### src/rtl/uart_tx_arbiter.sv
// Round-robin arbiter that shares one UART TX core between NUM_REQ byte requesters.
// Optional WAIT_ACK watchdog enabled by defining UART_ARB_TIMEOUT_EN.
module uart_tx_arbiter #(
  parameter int NUM_REQ     = 4,
  parameter int DATA_W      = 8,
  parameter int TIMEOUT_CYC = 64
) (
  input  logic                       clk,
  input  logic                       rst_n,
  input  logic [NUM_REQ-1:0]         req_valid,
  input  logic [NUM_REQ*DATA_W-1:0]  req_data,
  output logic [NUM_REQ-1:0]         req_ready,
  output logic [DATA_W-1:0]          tx_data,
  output logic                       tx_start,
  input  logic                       tx_busy,
  output logic [$clog2(NUM_REQ)-1:0] grant_id,
  output logic                       arb_busy,
  output logic                       timeout_err
);

  localparam int IDX_W = $clog2(NUM_REQ);

  if (NUM_REQ < 2 || NUM_REQ > 8 || TIMEOUT_CYC < 1) begin : g_param_check
    $error("uart_tx_arbiter: illegal parameter value");
  end

  typedef enum logic [1:0] {IDLE, START, WAIT_ACK, WAIT_DONE} state_t;

  state_t           state, state_next;
  logic [IDX_W-1:0] rr_ptr;
  logic [IDX_W-1:0] sel;
  logic [IDX_W-1:0] scan_idx;
  logic [IDX_W-1:0] ptr_after;
  logic             found;
  logic             grant;
  logic             timeout_hit;

  // First valid requester at or after rr_ptr, wrapping at NUM_REQ-1.
  always_comb begin
    sel      = rr_ptr;
    scan_idx = '0;
    found    = 1'b0;
    for (int i = 0; i < NUM_REQ; i++) begin
      scan_idx = IDX_W'((int'(rr_ptr) + i) % NUM_REQ);
      if (!found && req_valid[scan_idx]) begin
        found = 1'b1;
        sel   = scan_idx;
      end
    end
  end

  // Gated by rst_n so no accept strobe can leak out while reset is held.
  assign grant     = rst_n && (state == IDLE) && !tx_busy && found;
  assign req_ready = grant ? (NUM_REQ'(1) << sel) : '0;
  assign ptr_after = (grant_id == IDX_W'(NUM_REQ - 1)) ? '0 : grant_id + 1'b1;

`ifdef UART_ARB_TIMEOUT_EN
  localparam int CNT_W = $clog2(TIMEOUT_CYC + 1);

  logic [CNT_W-1:0] wait_cnt;
  logic             timeout_err_q;
`endif

  always_comb begin
    state_next  = state;
    timeout_hit = 1'b0;
    case (state)
      IDLE:      if (grant) state_next = START;
      START:     state_next = WAIT_ACK;
      WAIT_ACK: begin
        if (tx_busy) begin
          state_next = WAIT_DONE;
        end
`ifdef UART_ARB_TIMEOUT_EN
        else if (wait_cnt == CNT_W'(TIMEOUT_CYC - 1)) begin
          state_next  = IDLE;
          timeout_hit = 1'b1;
        end
`endif
      end
      WAIT_DONE: if (!tx_busy) state_next = IDLE;
      default:   state_next = IDLE;
    endcase
  end

  // tx_start and arb_busy are registered copies of the next state.
  always_ff @(posedge clk) begin
    if (!rst_n) begin
      state    <= IDLE;
      rr_ptr   <= '0;
      tx_data  <= '0;
      grant_id <= '0;
      tx_start <= 1'b0;
      arb_busy <= 1'b0;
    end else begin
      state    <= state_next;
      tx_start <= (state_next == START);
      arb_busy <= (state_next != IDLE);
      if (grant) begin
        tx_data  <= req_data[int'(sel)*DATA_W +: DATA_W];
        grant_id <= sel;
      end
      if ((state == WAIT_DONE && !tx_busy) || timeout_hit) begin
        rr_ptr <= ptr_after;
      end
    end
  end

`ifdef UART_ARB_TIMEOUT_EN
  // Counter restarts on every entry to WAIT_ACK and counts idle tx_busy cycles.
  always_ff @(posedge clk) begin
    if (!rst_n) begin
      wait_cnt      <= '0;
      timeout_err_q <= 1'b0;
    end else begin
      timeout_err_q <= timeout_hit;
      if (state_next == WAIT_ACK && state != WAIT_ACK) begin
        wait_cnt <= '0;
      end else if (state == WAIT_ACK && !tx_busy) begin
        wait_cnt <= wait_cnt + 1'b1;
      end
    end
  end

  assign timeout_err = timeout_err_q;
`else
  assign timeout_err = 1'b0;
`endif

endmodule

### config.mk
export PLATFORM = sky130hd
export DESIGN_NAME = uart_tx_arbiter
export DESIGN_NICKNAME = d
export VERILOG_FILES = /design/src/rtl/uart_tx_arbiter.sv
export SDC_FILE = /design/constraint.sdc
export NUM_CORES = 1
export LEC_CHECK = 0
export CAP_MARGIN = 20
export CORE_UTILIZATION = 37
export CTS_CLUSTER_SIZE = 28
export DETAILED_ROUTE_END_ITERATION = 10
export GPL_ROUTABILITY_DRIVEN = 0
export GPL_TIMING_DRIVEN = 0
export PLACE_DENSITY = 0.89
export SYNTH_ARGS = -nofsm -noshare
export SYNTH_HDL_FRONTEND = slang
export SYNTH_SLANG_ARGS = --single-unit
### constraint.sdc
create_clock -name clk -period 3.25 [get_ports clk]
set_clock_uncertainty 0.15 [all_clocks]
set_input_delay 0.975 -clock clk [delete_from_list [all_inputs] [get_ports clk]]
set_output_delay 0.975 -clock clk [all_outputs]
set_load 0.01 [all_outputs]
==> qor.tcl, run 1 <==
set qor(area_of_the_mapped_netlist_sq_um) 929.6
set qor(detail_route.drc_violations) 0
set qor(dieArea_sq_um) 2717
set qor(vdd_ir_drop_max_v) 0.0002404
set qor(cp_slowest_cell) {sky130_fd_sc_hd__or3_1}
set qor(num_vias) 1001
set qor(drive_gt1_share_pct) 26.83
set qor(io_count) 56
set qor(yosys_warnings) 0
set qor(critical_path.cell_chain) {buf_6 > or3_1 > a32o_2 > nand2b_4 > nor2_2 > buf_2}
set qor(ctsHoldBuffers) 0
set qor(routed_wire_length_per_instance_um) 15.18
set qor(maxCapViolations) 0
set qor(number_of_antenna_violations_at_the_first_check_in_global_routing) 0
set qor(synth-compound-area-share_pct) 22.21
set qor(finalCriticalPeriod_ns) 3.209
set qor(global_route_wire_length_before_repair_um) 4381
set qor(timing.slew.headroom_pct) 55.34
set qor(synth.net_count) 136
set qor(clk-insertion-delay-late_ns) 0.29
set qor(synth.yosys.seq_area_share_pct) 34.45
set qor(synthMostInstantiatedCell) {sky130_fd_sc_hd__mux2i_1}
set qor(layout.cells.non_filler) 192
set qor(synth_top_cell_area_share_pct) 34.45
set qor(whs_ns) 0.3216
set qor(worst_ep_required_time_ns) 2.12
set qor(endpoint_kind) {output pin}
set qor(setup_viol) 0
set qor(yosys.cell_types.count) 30
set qor(nets) 205
set qor(clk_pin_slew_ns) 0.09
set qor(launching_element_type_of_the_critical_path) {input pin}
set qor(post-place-cells) 178
set qor(final_core_utilization_pct) 71.19
set qor(inserted_clock_buffers) 3
set qor(totalWireLength_um) 2915
set qor(cp_max_fo) 4
set qor(number_of_global_route_vias_before_repair) 936
set qor(final_max_slew_viol_count) 0
set qor(width_of_the_die_um) 52.13
set qor(core_box_area_sq_um) 2297
set qor(power-per-cell-area_nw_per_um2) 330.3
set qor(tritoncts_clock_tree) {yes}
set qor(avgViaCountPerCell) 5.214
set qor(place.port_buffers) 54
set qor(floorplan.rows) 17
set qor(post-synth-top-area-cell) {sky130_fd_sc_hd__dfxtp_1}
set qor(synth_top_family_by_area) {compound AO/OA/AOI/OAI gates}
set qor(postSynthCellCount) 96
set qor(grt_start_max_net_pins) 11
set qor(leakage_uw) 0.0006745
set qor(synth_area_per_cell_sq_um) 9.684
set qor(max_slew.worst_pin.slew_ns) 0.6685
set qor(synth-seq-cells) 16
set qor(synth_edf_count) 0
set qor(maxClockFrequency_ghz) 0.3117
set qor(drtPass1Iterations) 4
set qor(cts.root.buffer_cell) {sky130_fd_sc_hd__clkbuf_4}
set qor(synthXorXnorAreaFrac_pct) 0
set qor(ys_dominant_reg_cell) {sky130_fd_sc_hd__dfxtp_1}
set qor(grt_overflow_total) 0
set qor(drt-initial-drc-count) 10
set qor(initial_core_util_pct) 40.47
set qor(synth.mux.area_fraction_pct) 18.30
set qor(clock_path_buffers) 2
set qor(detailed_placer_s_ending_hpwl_um) 2129
set qor(worst-endpoint-arrival_ns) 2.08
set qor(die_height_um) 52.13
set qor(hold_class) {flip-flop to flip-flop}
set qor(synth-adder-area-share_pct) 1.346
set qor(outcome) {finished clean}
set qor(ant_nets) 0
set qor(fin_tns_setup_ns) 0
set qor(clock-sinks) 16
set qor(yosys.area_share.simple_pct) 17.90
set qor(proportion_of_register_bits_with_asynchronous_set_or_reset_after_synthesis_pct) 0
set qor(timing.critical_path.slowest_cell_delay_ns) 0.35
set qor(ys_top_cells_by_count) {17 x sky130_fd_sc_hd__mux2i_1, 16 x sky130_fd_sc_hd__dfxtp_1, 11 x sky130_fd_sc_hd__nand2_1, 8 x sky130_fd_sc_hd__nor2_1, 7 x sky130_fd_sc_hd__o221ai_2}
set qor(cp_top_family) {simple AND/OR/NAND/NOR gates}
set qor(final-hold-violation-count) 0
set qor(track_usage_pct) 22.85
set qor(place_ws_ns) -0.9762
set qor(antennaDiodeCount) 0
set qor(criticalPathCategory) {input pin to output pin}
set qor(worst_setup_slack_final_ns) 0.04143
set qor(netlist_top_cells_area) {sky130_fd_sc_hd__dfxtp_1 34%, sky130_fd_sc_hd__mux2i_1 18%, sky130_fd_sc_hd__o221ai_2 11%}
set qor(final_min_period_over_clock_period_pct) 98.73
set qor(path_buf_inv) 2
set qor(area_delta_synth_final_pct) 75.91
set qor(cts_max_level) 1
layer usage:
layer  part of all wire (%)  GRT usage [%]  up-vias
li1                       -              -      486
met1                     37          23.10      472
met2                     56          41.88       37
met3                    4.7          6.725        6
met4                    2.1          11.26        0
met5                      0              0        -
report_power, final:
group          internal (uW)  switching, uW  total (uW)
registers                213           9.69         222
clock network           68.3           64.7         133
logic                    111           73.5         185
total                    392            148         540
cell type report:
type | count | area [sq um]
Inverter | 3 | 11.26
Timing Repair Buffer | 65 | 593.1
Fill cell | 180 | 661.9
Buffer | 4 | 37.54
Tap cell | 28 | 35.03
Sequential cell | 16 | 320.3
Clock buffer | 4 | 36.28
Multi-Input combinational cell | 72 | 601.8
metrics by stage:
step	power [uW]	area [sq um]
3_3_place_gp	388.3	1505
5_1_grt	567.6	1635
4_1_cts	540.1	1609
3_5_place_dp	394.3	1505
6_report	540.2	1635
2_1_floorplan	302.0	929.6
flip-flops by register name (all words and copies together) (netlist names):
| register | count |
|---|---|
| tx_start | 1 |
| state | 2 |
| arb_busy | 1 |
| tx_data | 8 |
| grant_id | 2 |
| rr_ptr | 2 |
worst paths after layout:
kind                                               from                 endpoint  slack (ns)  cells past startpoint
worst max register to register   rr_ptr[1]$_SDFFE_PN0P_  tx_data[3]$_SDFFE_PN0P_        1.19                      8
worst max-delay path                       req_valid[2]             req_ready[0]        0.04                      6
worst min-delay path            tx_data[5]$_SDFFE_PN0P_  tx_data[5]$_SDFFE_PN0P_        0.32                      2
worst min register to register  tx_data[5]$_SDFFE_PN0P_  tx_data[5]$_SDFFE_PN0P_        0.32                      2
layout by cell type, fill, tap and decap left out, types with 2 or more instances in the layout:
| master | n |
|---|---|
| sky130_fd_sc_hd__dfxtp_1 | 16 |
| sky130_fd_sc_hd__nand2b_4 | 2 |
| sky130_fd_sc_hd__clkdlybuf4s50_1 | 44 |
| sky130_fd_sc_hd__a21oi_1 | 4 |
| sky130_fd_sc_hd__nor2b_1 | 2 |
| sky130_fd_sc_hd__buf_4 | 13 |
| sky130_fd_sc_hd__mux2i_1 | 17 |
| sky130_fd_sc_hd__o221ai_2 | 7 |
| sky130_fd_sc_hd__nor2_2 | 2 |
| sky130_fd_sc_hd__nor2_1 | 6 |
| sky130_fd_sc_hd__inv_1 | 3 |
| sky130_fd_sc_hd__nand2_1 | 11 |
| sky130_fd_sc_hd__nand2b_1 | 2 |
| sky130_fd_sc_hd__clkbuf_4 | 3 |
| sky130_fd_sc_hd__nor3_1 | 2 |
| sky130_fd_sc_hd__nand3b_1 | 2 |
| sky130_fd_sc_hd__buf_6 | 4 |
| sky130_fd_sc_hd__dlygate4sd2_1 | 2 |
| sky130_fd_sc_hd__buf_2 | 6 |
repair_timing:
| action | in CTS | in global routing |
|---|---|---|
| gates resized for setup | 41 | 10 |
| pin swaps | 5 | 3 |
| setup buffers | 10 | 1 |
| endpoints found under the setup margin | 4 | 4 |
worst min-delay path: cells and delay by family, from the launching register on:
kind	cells	cell delay, ns
AOI/OAI and AO/OA	1	0.05
DFF	1	0.34
and+or+nand+nor	1	0.06
cells by family (layout without fill, tap and decap cells):
kind of cell	count (synthesis)	count (layout)
adder cells (fa/ha/maj)	1	1
flip-flops	16	16
AND/OR/NAND/NOR	33	33
multiplexers	17	17
buffers and inverters	8	76
other	1	1
AO/OA/AOI/OAI	20	20
(Power assumes the default switching activity.)
==> run 2: changes to the inputs <==
CAP_MARGIN = 10   (was 20)
==> results of run 2 <==
The final DEF is identical to that of run 1; final timing and power are the same.
==> run 3: changes to the inputs <==
ABC_AREA = 1   (was not set)
ABC_CLOCK_PERIOD_IN_PS = 3250   (was not set)
CORE_UTILIZATION = 40   (was 37)
PLACE_DENSITY = 0.85   (was 0.89)
==> qor.tcl, run 3 <==
set qor(synth_area_per_cell_sq_um) 5.945
set qor(maxClockFrequency_ghz) 0.2965
set qor(outcome) {finished, violations left}
set qor(rsz_0062_raised_after_global_routing) {true}
set qor(ys_dominant_reg_cell) {sky130_fd_sc_hd__dfxtp_1}
set qor(cts.root.buffer_cell) {sky130_fd_sc_hd__clkbuf_4}
set qor(p_total_uw) 625.5
set qor(final_cell_area_sq_um) 2271
set qor(launching_element_type_of_the_critical_path) {input pin}
set qor(crit_path_frequent_cell) {sky130_fd_sc_hd__nand2_2}
set qor(ctsHoldBuffers) 0
set qor(grt_start_max_net_pins) 11
set qor(final_min_period_over_clock_period_pct) 103.8
set qor(num_vias) 1705
set qor(worst_setup_slack_final_ns) -0.1225
set qor(tritoncts_clock_tree) {yes}
set qor(width_of_the_die_um) 59.83
set qor(detail_route.drc_violations) 0
set qor(nets) 341
set qor(synth-seq-cells) 16
set qor(timing.critical_path.slowest_cell_delay_ns) 0.25
set qor(routed_wire_length_per_instance_um) 12.81
set qor(finalCriticalPeriod_ns) 3.372
set qor(path_depth) 11
set qor(final_max_slew_viol_count) 0
set qor(worst_ep_required_time_ns) 2.12
set qor(cp_max_fo) 7
set qor(filler_cell_count) 261
set qor(whs_path_depth) 2
set qor(drive_gt1_share_pct) 30.67
set qor(critical_path.cell_chain) {buf_6 > nand2_2 > nand2_2 > nand2_2 > nand2_4 > nor2_8 > nand3_4 > buf_12 > a21oi_4 > nor3_2 > buf_2}
set qor(final-hold-violation-count) 0
set qor(criticalPathCategory) {input pin to output pin}
set qor(clk-insertion-delay-late_ns) 0.28
set qor(dieArea_sq_um) 3579
set qor(hold_class) {flip-flop to flip-flop}
set qor(cp_top_family) {simple AND/OR/NAND/NOR gates}
set qor(area_of_placed_instances_sq_um) 1933
set qor(vdd_ir_drop_max_v) 0.0002425
set qor(synth_edf_count) 0
set qor(drt-initial-drc-count) 85
set qor(clk_pin_slew_ns) 0.08
set qor(initial_core_util_pct) 43.10
set qor(post-place-cells) 323
set qor(drtPass1Iterations) 4
set qor(largest_reg_flops) 8
set qor(netlist_top_cells_area) {sky130_fd_sc_hd__nand2_1 26%, sky130_fd_sc_hd__dfxtp_1 24%, sky130_fd_sc_hd__nand3_1 19%}
set qor(cp_slowest_cell) {sky130_fd_sc_hd__a21oi_4}
set qor(global_route_wire_length_before_repair_um) 5975
set qor(ant_nets) 0
set qor(worst-endpoint-arrival_ns) 2.25
set qor(inserted_clock_buffers) 3
set qor(avgViaCountPerCell) 4.956
set qor(synth_top_cell_area_share_pct) 26.38
set qor(io_count) 56
set qor(fin_tns_setup_ns) -0.4795
set qor(floorplan.rows) 20
set qor(place.port_buffers) 54
set qor(register_ranked_first_by_flip_flop_count) {tx_data}
set qor(yosys_warnings) 0
set qor(setup_viol) 4
set qor(number_of_global_route_vias_before_repair) 1351
set qor(grt_overflow_total) 0
set qor(setup.reg_to_reg.worst_slack_ns) 0.80
set qor(die_height_um) 59.83
set qor(ys_top_cells_by_count) {94 x sky130_fd_sc_hd__nand2_1, 50 x sky130_fd_sc_hd__nand3_1, 16 x sky130_fd_sc_hd__dfxtp_1, 16 x sky130_fd_sc_hd__inv_1, 7 x sky130_fd_sc_hd__nor2_1}
set qor(totalWireLength_um) 4405
set qor(area_of_the_mapped_netlist_sq_um) 1338
set qor(postSynthCellCount) 225
set qor(number_of_antenna_violations_at_the_first_check_in_global_routing) 0
set qor(leakage_uw) 0.001110
set qor(clock-sinks) 16
set qor(power-per-cell-area_nw_per_um2) 275.5
set qor(rr_worst_depth) 18
set qor(detailed_placer_s_ending_hpwl_um) 2891
set qor(mostFrequentLayoutCell) {sky130_fd_sc_hd__nand2_1}
set qor(synth.yosys.seq_area_share_pct) 23.95
set qor(synth.net_count) 265
set qor(post-synth-top-area-cell) {sky130_fd_sc_hd__nand2_1}
set qor(violations) {negative setup slack}
set qor(clock_path_buffers) 2
set qor(endpoint_kind) {output pin}
set qor(maxCapViolations) 0
set qor(path_buf_inv) 3
set qor(cts_max_level) 1
set qor(place_ws_ns) -1.114
set qor(core_box_area_sq_um) 3103
set qor(proportion_of_register_bits_with_asynchronous_set_or_reset_after_synthesis_pct) 0
set qor(most-common-layout-cells) {73 x sky130_fd_sc_hd__nand2_1, 46 x sky130_fd_sc_hd__nand3_1, 44 x sky130_fd_sc_hd__clkdlybuf4s50_1}
set qor(yosys.cell_types.count) 25
set qor(layout.cells.non_filler) 344
set qor(synthMostInstantiatedCell) {sky130_fd_sc_hd__nand2_1}
set qor(track_usage_pct) 22.49
set qor(area_delta_synth_final_pct) 69.78
set qor(antennaDiodeCount) 0
## run 3: changes by cell type after synthesis, moves of 5 or more
| cell | before | now |
|---|---|---|
| sky130_fd_sc_hd__buf_2 | 1 | 6 |
| sky130_fd_sc_hd__inv_1 | 3 | 16 |
| sky130_fd_sc_hd__mux2i_1 | 17 | 0 |
| sky130_fd_sc_hd__nand2_1 | 11 | 94 |
| sky130_fd_sc_hd__nand3_1 | 0 | 50 |
| sky130_fd_sc_hd__o221ai_2 | 7 | 0 |
## run 3: final cells by class
| type | instances | area (sq um) | area share, % |
|---|---|---|---|
| clock buffer | 4 | 36.28 | 1.598 |
| timing repair buffer | 72 | 690.7 | 30.41 |
| multi-input combinational | 179 | 992.2 | 43.69 |
| sequential | 16 | 321.6 | 14.16 |
| tap | 44 | 55.05 | 2.424 |
| buffer | 11 | 97.59 | 4.298 |
| inverter | 18 | 77.57 | 3.416 |
## run 3: per-stage QoR
step / hold slack [ns] / utilization (%)
final: 0.4183 / 73.19
after global routing: 0.4533 / 73.19
after CTS: 0.4194 / 69.23
after detailed placement: 0.3608 / 62.30
after global placement: 0.3502 / 62.30
after floorplan: 0.3351 / -
## run 3: cell families after synthesis
family	after synthesis	share of synthesized area (%)
AOI/OAI and AO/OA	12	5.706
other	1	0.2804
adders and majority gates	1	0.9353
and+or+nand+nor	165	57.06
buffers and inverters	30	12.07
DFF	16	23.95
## run 3: worst register-to-register path, stage by stage, from the launching register on
cell,delay (ns)
sky130_fd_sc_hd__dfxtp_2,0.38
sky130_fd_sc_hd__inv_2,0.16
sky130_fd_sc_hd__nand2_1,0.07
sky130_fd_sc_hd__nand2_1,0.21
sky130_fd_sc_hd__nand2_2,0.10
sky130_fd_sc_hd__nand2_4,0.13
sky130_fd_sc_hd__buf_4,0.12
sky130_fd_sc_hd__nand3_1,0.07
sky130_fd_sc_hd__nand2_2,0.10
sky130_fd_sc_hd__nand2_4,0.06
sky130_fd_sc_hd__buf_4,0.13
sky130_fd_sc_hd__buf_4,0.15
sky130_fd_sc_hd__buf_6,0.13
sky130_fd_sc_hd__nand3_1,0.06
sky130_fd_sc_hd__nand2_1,0.08
sky130_fd_sc_hd__nand3_1,0.09
sky130_fd_sc_hd__nand3_1,0.08
sky130_fd_sc_hd__nand2_1,0.06
sky130_fd_sc_hd__inv_1,0.03
## run 3: per-layer routing
metal	part of all wire [%]	vias up	GRT usage (%)
met1	47	765	30.41
met4	3.2	0	9.635
li1	-	874	-
met5	0	-	0
met3	4.9	15	1.948
met2	45	51	36.35
## run 3: worst paths after layout
kind / start / to
max: req_valid[3] / req_ready[1]
min: state[0]$_SDFF_PN0_ / state[1]$_SDFF_PN0_
max reg2reg: rr_ptr[1]$_SDFFE_PN0P_ / tx_data[5]$_SDFFE_PN0P_
min reg2reg: state[0]$_SDFF_PN0_ / state[1]$_SDFF_PN0_
## run 3: power breakdown
part           internal, uW  switching [uW]
Clock                  68.3            59.0
Sequential              210            9.93
Combinational           145             133
Total                   423             202
## run 3: timing repair
item	in CTS	in global routing
resized for setup	69	25
endpoints found under the hold margin	0	0
pin swaps	17	11
buffers inserted	11	7
endpoints found under the setup margin	4	4
